==> config.mk <==
export PLATFORM = sky130hd
export DESIGN_NAME = gpio_config_shift_loader
export DESIGN_NICKNAME = d
export VERILOG_FILES = /design/src/rtl/gpio_config_shift_loader.sv
export SDC_FILE = /design/constraint.sdc
export NUM_CORES = 1
export LEC_CHECK = 0
export ABC_AREA = 1
export CORE_AREA = 2 2 57 59
export CTS_CLUSTER_DIAMETER = 200
export DETAILED_ROUTE_END_ITERATION = 12
export DIE_AREA = 0 0 59 61
export PLACE_DENSITY = 0.78
export SLEW_MARGIN = 20
export SYNTH_ARGS = -nofsm -noshare
export SYNTH_HDL_FRONTEND = slang
export SYNTH_SLANG_ARGS = --single-unit
==> constraint.sdc <==
create_clock -name clock -period 1.8 [get_ports clock]
set_clock_uncertainty 0.05 [all_clocks]
set_input_delay 0.54 -clock clock [delete_from_list [all_inputs] [get_ports clock]]
set_output_delay 0.54 -clock clock [all_outputs]
set_load 0.1 [all_outputs]
==> src/rtl/gpio_config_shift_loader.sv <==
// gpio_config_shift_loader
//
// Per-pad GPIO configuration register with a serial shift stage.
// On the first clock edge after reset it captures the mask-programmed
// default word into the live configuration. After that, housekeeping can
// shift a new word in serially, MSB first, and commit it with a load
// strobe. Stages chain pad to pad through serial_data_out.
//
// Ports:
//   clock            system clock, rising edge
//   resetn           asynchronous active-low reset
//   gpio_defaults    static default configuration word
//   serial_data_in   serial configuration bit, sampled on shift_en
//   shift_en         one-cycle strobe: shift one bit in
//   load             one-cycle strobe: commit the shifted word
//   reload_defaults  one-cycle strobe: restore gpio_defaults
//   serial_data_out  daisy-chain output, MSB of the shift register
//   config_word      live configuration
//   config_valid     high once the defaults have been captured
//   mgmt_ena, oeb_ovr, inp_ena, pullup_ena, pulldown_ena
//                    decoded bits 0..4 of config_word
//   busy             high while a partial word is being shifted
//   load_ok          one-cycle pulse after a committed load
//   load_err         one-cycle pulse after a rejected load

module gpio_config_shift_loader #(
    parameter int CFG_WIDTH = 10,
    parameter int CNT_WIDTH = 4
) (
    input  logic                 clock,
    input  logic                 resetn,
    input  logic [CFG_WIDTH-1:0] gpio_defaults,
    input  logic                 serial_data_in,
    input  logic                 shift_en,
    input  logic                 load,
    input  logic                 reload_defaults,
    output logic                 serial_data_out,
    output logic [CFG_WIDTH-1:0] config_word,
    output logic                 config_valid,
    output logic                 mgmt_ena,
    output logic                 oeb_ovr,
    output logic                 inp_ena,
    output logic                 pullup_ena,
    output logic                 pulldown_ena,
    output logic                 busy,
    output logic                 load_ok,
    output logic                 load_err
);

    typedef enum logic [1:0] {
        ST_INIT  = 2'd0,
        ST_IDLE  = 2'd1,
        ST_SHIFT = 2'd2
    } state_t;

    localparam logic [CNT_WIDTH-1:0] CNT_FULL = CNT_WIDTH'(CFG_WIDTH);
    localparam logic [CNT_WIDTH-1:0] CNT_MAX  = '1;

    state_t                 state;
    state_t                 state_next;
    logic [CFG_WIDTH-1:0]   shreg;
    logic [CNT_WIDTH-1:0]   shift_count;

    logic                   active;
    logic                   do_reload;
    logic                   do_load;
    logic                   do_shift;

    // Strobes are resolved to a single winning action per cycle so a
    // lower-priority strobe can never have a partial effect.
    always_comb begin
        active    = (state != ST_INIT);
        do_reload = active && reload_defaults;
        do_load   = active && !reload_defaults && load;
        do_shift  = active && !reload_defaults && !load && shift_en;
    end

    always_ff @(posedge clock or negedge resetn) begin
        if (!resetn) begin
            state <= ST_INIT;
        end else begin
            state <= state_next;
        end
    end

    always_comb begin
        state_next = state;
        case (state)
            ST_INIT: begin
                state_next = ST_IDLE;
            end
            ST_IDLE: begin
                if (do_shift) begin
                    state_next = ST_SHIFT;
                end
            end
            ST_SHIFT: begin
                if (do_reload || do_load) begin
                    state_next = ST_IDLE;
                end
            end
            default: begin
                state_next = ST_INIT;
            end
        endcase
    end

    // The shift register is deliberately left untouched by a load, committed
    // or rejected, so a chain of stages keeps its contents intact.
    always_ff @(posedge clock or negedge resetn) begin
        if (!resetn) begin
            shreg        <= '0;
            shift_count  <= '0;
            config_word  <= '0;
            config_valid <= 1'b0;
            load_ok      <= 1'b0;
            load_err     <= 1'b0;
        end else begin
            load_ok  <= 1'b0;
            load_err <= 1'b0;
            if (state == ST_INIT) begin
                config_word  <= gpio_defaults;
                config_valid <= 1'b1;
            end else if (do_reload) begin
                config_word <= gpio_defaults;
                shreg       <= '0;
                shift_count <= '0;
            end else if (do_load) begin
                if (shift_count == CNT_FULL) begin
                    config_word <= shreg;
                    load_ok     <= 1'b1;
                end else begin
                    load_err <= 1'b1;
                end
                shift_count <= '0;
            end else if (do_shift) begin
                shreg <= {shreg[CFG_WIDTH-2:0], serial_data_in};
                // Saturate so an over-long word can never alias back to a
                // count that looks complete.
                if (shift_count != CNT_MAX) begin
                    shift_count <= shift_count + CNT_WIDTH'(1);
                end
            end
        end
    end

    assign serial_data_out = shreg[CFG_WIDTH-1];
    assign busy            = (shift_count != '0);
    assign mgmt_ena        = config_word[0];
    assign oeb_ovr         = config_word[1];
    assign inp_ena         = config_word[2];
    assign pullup_ena      = config_word[3];
    assign pulldown_ena    = config_word[4];

endmodule

==> run summary <==
combinational share of power = 0.610
Root Buffer = clkbuf_4
Setup WS post-layout = 0.01063 ns
Pint = 1751 uW
Mapped Cells = 191
min cycle time layout = 1.789 ns
HPWL after DPL = 2212 um
DRT Pass-1 Iters = 4
post-layout util = 0.7479
Total GRT Usage = 0.2044
Rel. slew slack = 0.7617
Worst EP required = 1.21 ns
Synthesized Nets = 210
CTS tree = built
Power Density = 1577 nW/um^2
CP Max Fanout = 2
R2R Setup Slk = 0.21 ns
routed length per instance = 11.36 um
core area = 2953 um^2
first-pass GRT wire length = 5423 um
initial core utilization = 0.5000
Worst-Skew Late Latency = 0.33 ns
via count = 1,345
Max VDD drop = 893.9 uV
Min-Delay Path Class = register to register
total CTS buffers = 5
Synth top area share = 0.4915
synth unique cells = 18
# H-tree levels = 2
number of nets with antenna violations after routing = 0
Netlist Area Pre-Place = 1476 um^2
switch share = 0.4970
hold depth = 2
Hold Path Origin = shreg[1]
vias in the first global route = 1,254
fmax = 558.9 MHz
Flop pwr share = 0.260
I/O pins = 36
die width = 59 um
final period utilization = 0.9941
biggest area consumer among synthesized cells = dfrtp_1
RSZ-0062 raised after global routing = yes
Post-Layout Cell Count = 273
Final setup viols = 0
Seq cells post-synth = 29
Seq/Total Area, Yosys = 0.4915
Slew Viols, Final = 0
Syn-to-layout area delta = 49.58%
Diodes inserted = 0
DRT Wirelength = 3102 um
Ys Warns = 0
Vias/cell = 4.927
Detailed Route Iter0 Violations = 26
status = finished clean
crit end category = output pin
number of antenna violations at the first check in global routing = 0
Hold Crit Endpoint = shreg[2]
Crit Path Class = register to output pin
syn_area_per_cell = 7.730 um^2
Clock Tree Buf Depth = 2
placed cell count = 261
maxcap violations = 0
largest net degree at the start of global routing = 30
Overflow after GRT = 0
Total Die Area = 3599 um^2
Rows = 20
R2R cell count = 9
Startpoint Class = register
Hold Fails Final Rpt = 0
NumNets Final = 258
Clock Power Share = 0.131
layout cell share with drive strength beyond 1 = 0.2583
GP Congestion = 0.8571
Sink Count = 29
chip height = 61 um
Synth area leaders = dfrtp_1, nand2_1, nand3_1
worst reg2reg path endpoint = shift_count[3]
fillcell total = 204
worst flop-to-flop path startpoint = shift_count[1]
Worst-Margin Slew = 0.3575 ns
Residual DRC = 0
Pleak = 0.001137 uW
Psw = 1730 uW
pre-CTS setup slack = -0.1511 ns
Port Buffer Count = 35
PnR Total Power = 3482 uW
Clock transition at path regs = 0.09 ns
WP data arrival = 1.20 ns
cell type report:
cell class / count / area [um^2] / share of cell area
flip-flops and latches: 29 / 733.2 / 0.3320
clock inverters: 1 / 5.005 / 0.002266
multi-input cells: 135 / 629.4 / 0.2850
repair buffers: 51 / 670.6 / 0.3037
well taps: 33 / 41.29 / 0.01870
clock buffers: 7 / 65.06 / 0.02946
inverters: 17 / 63.81 / 0.02890
kinds of logic after synthesis:
group           count (synthesis)  share of synthesized area
compound gates                 18                    0.06187
flops                          29                     0.4915
buf+inv                        27                    0.09915
fa+ha+maj                       3                    0.02543
simple gates                  114                     0.3220
worst max-delay path: stages (launching register included):
cell and delay [ns]:
dfrtp_1 0.41, inv_2 0.08, ha_4 0.14, nand3_4 0.08, buf_12 0.17
synth_stat cells:
cell / instances
nand2_1: 83
dfrtp_1: 29
inv_1: 16
nand3_1: 16
o21ai_0: 12
buf_4: 8
nor2_1: 6
o21ai_1: 4
ha_1: 3
nand4_1: 3
nor2_2: 3
buf_6: 2
a21oi_1: 1
a31oi_1: 1
inv_2: 1
nand2_2: 1
nor2_4: 1
or2_2: 1
power groups by stage:
stage               registers, uW  clock network, uW  logic, uW
global placement              921                  0       2020
floorplan                    1410                  0        819
finish                        904                454       2120
global route                  921                492       2230
CTS                           905                460       2110
detailed placement            928                  0       2030
worst max-delay path by stage:
stage,start,endpoint,slack [ns]
final,shift_count[1],busy,0.01
after global routing,shift_count[0],busy,-0.03
after CTS,shift_count[0],busy,0.005
after detailed placement,load,shreg[8],-0.15
after global placement,load,shreg[8],-0.12
after floorplan,shift_count[0],busy,0.11
metrics by stage:
step	setup TNS (ns)	instance area (um^2)	hold slack, ns
after global placement	-0.5169	2087	0.4361
after detailed placement	-1.031	2087	0.4491
final	0	2208	0.4656
after floorplan	0	1488	0.1944
after CTS	0	2200	0.4665
after global routing	-0.02921	2208	0.4973
metal layers:
layer	share of wire	global-route usage	up-vias
li1	-	-	695
met1	0.45	0.2593	614
met2	0.49	0.3397	30
met3	0.043	0.05757	6
met4	0.016	0.06818	0
met5	0	0	-
flip-flops by register name, summed over array words and instances, names as in the netlist:
register and flops:
config_word 10, config_valid 1, load_ok 1, shift_count 4
shreg 10, state 2, load_err 1
repair_timing:
item | CTS | global route
buffers inserted | 3 | 1
hold buffers | 0 | 0
resized for setup | 6 | 1
hold endpoints to repair | 0 | 0
pin swaps | 0 | 1
endpoints found under the setup margin | 1 | 1
placed cells by master, fill, tap and decap left out, types with 2 or more instances in the layout:
| cell | instances |
|---|---|
| clkbuf_8 | 2 |
| nand4_1 | 3 |
| nor2_1 | 6 |
| o21ai_0 | 12 |
| inv_1 | 13 |
| inv_2 | 4 |
| buf_4 | 16 |
| buf_12 | 20 |
| o21ai_1 | 4 |
| nand3_1 | 15 |
| nand2_1 | 83 |
| dfrtp_1 | 23 |
| ha_1 | 2 |
| clkdlybuf4s50_1 | 15 |
| dfrtp_2 | 6 |
| nor2_2 | 3 |
| clkbuf_4 | 5 |
Power figures use the tool's default switching activity.
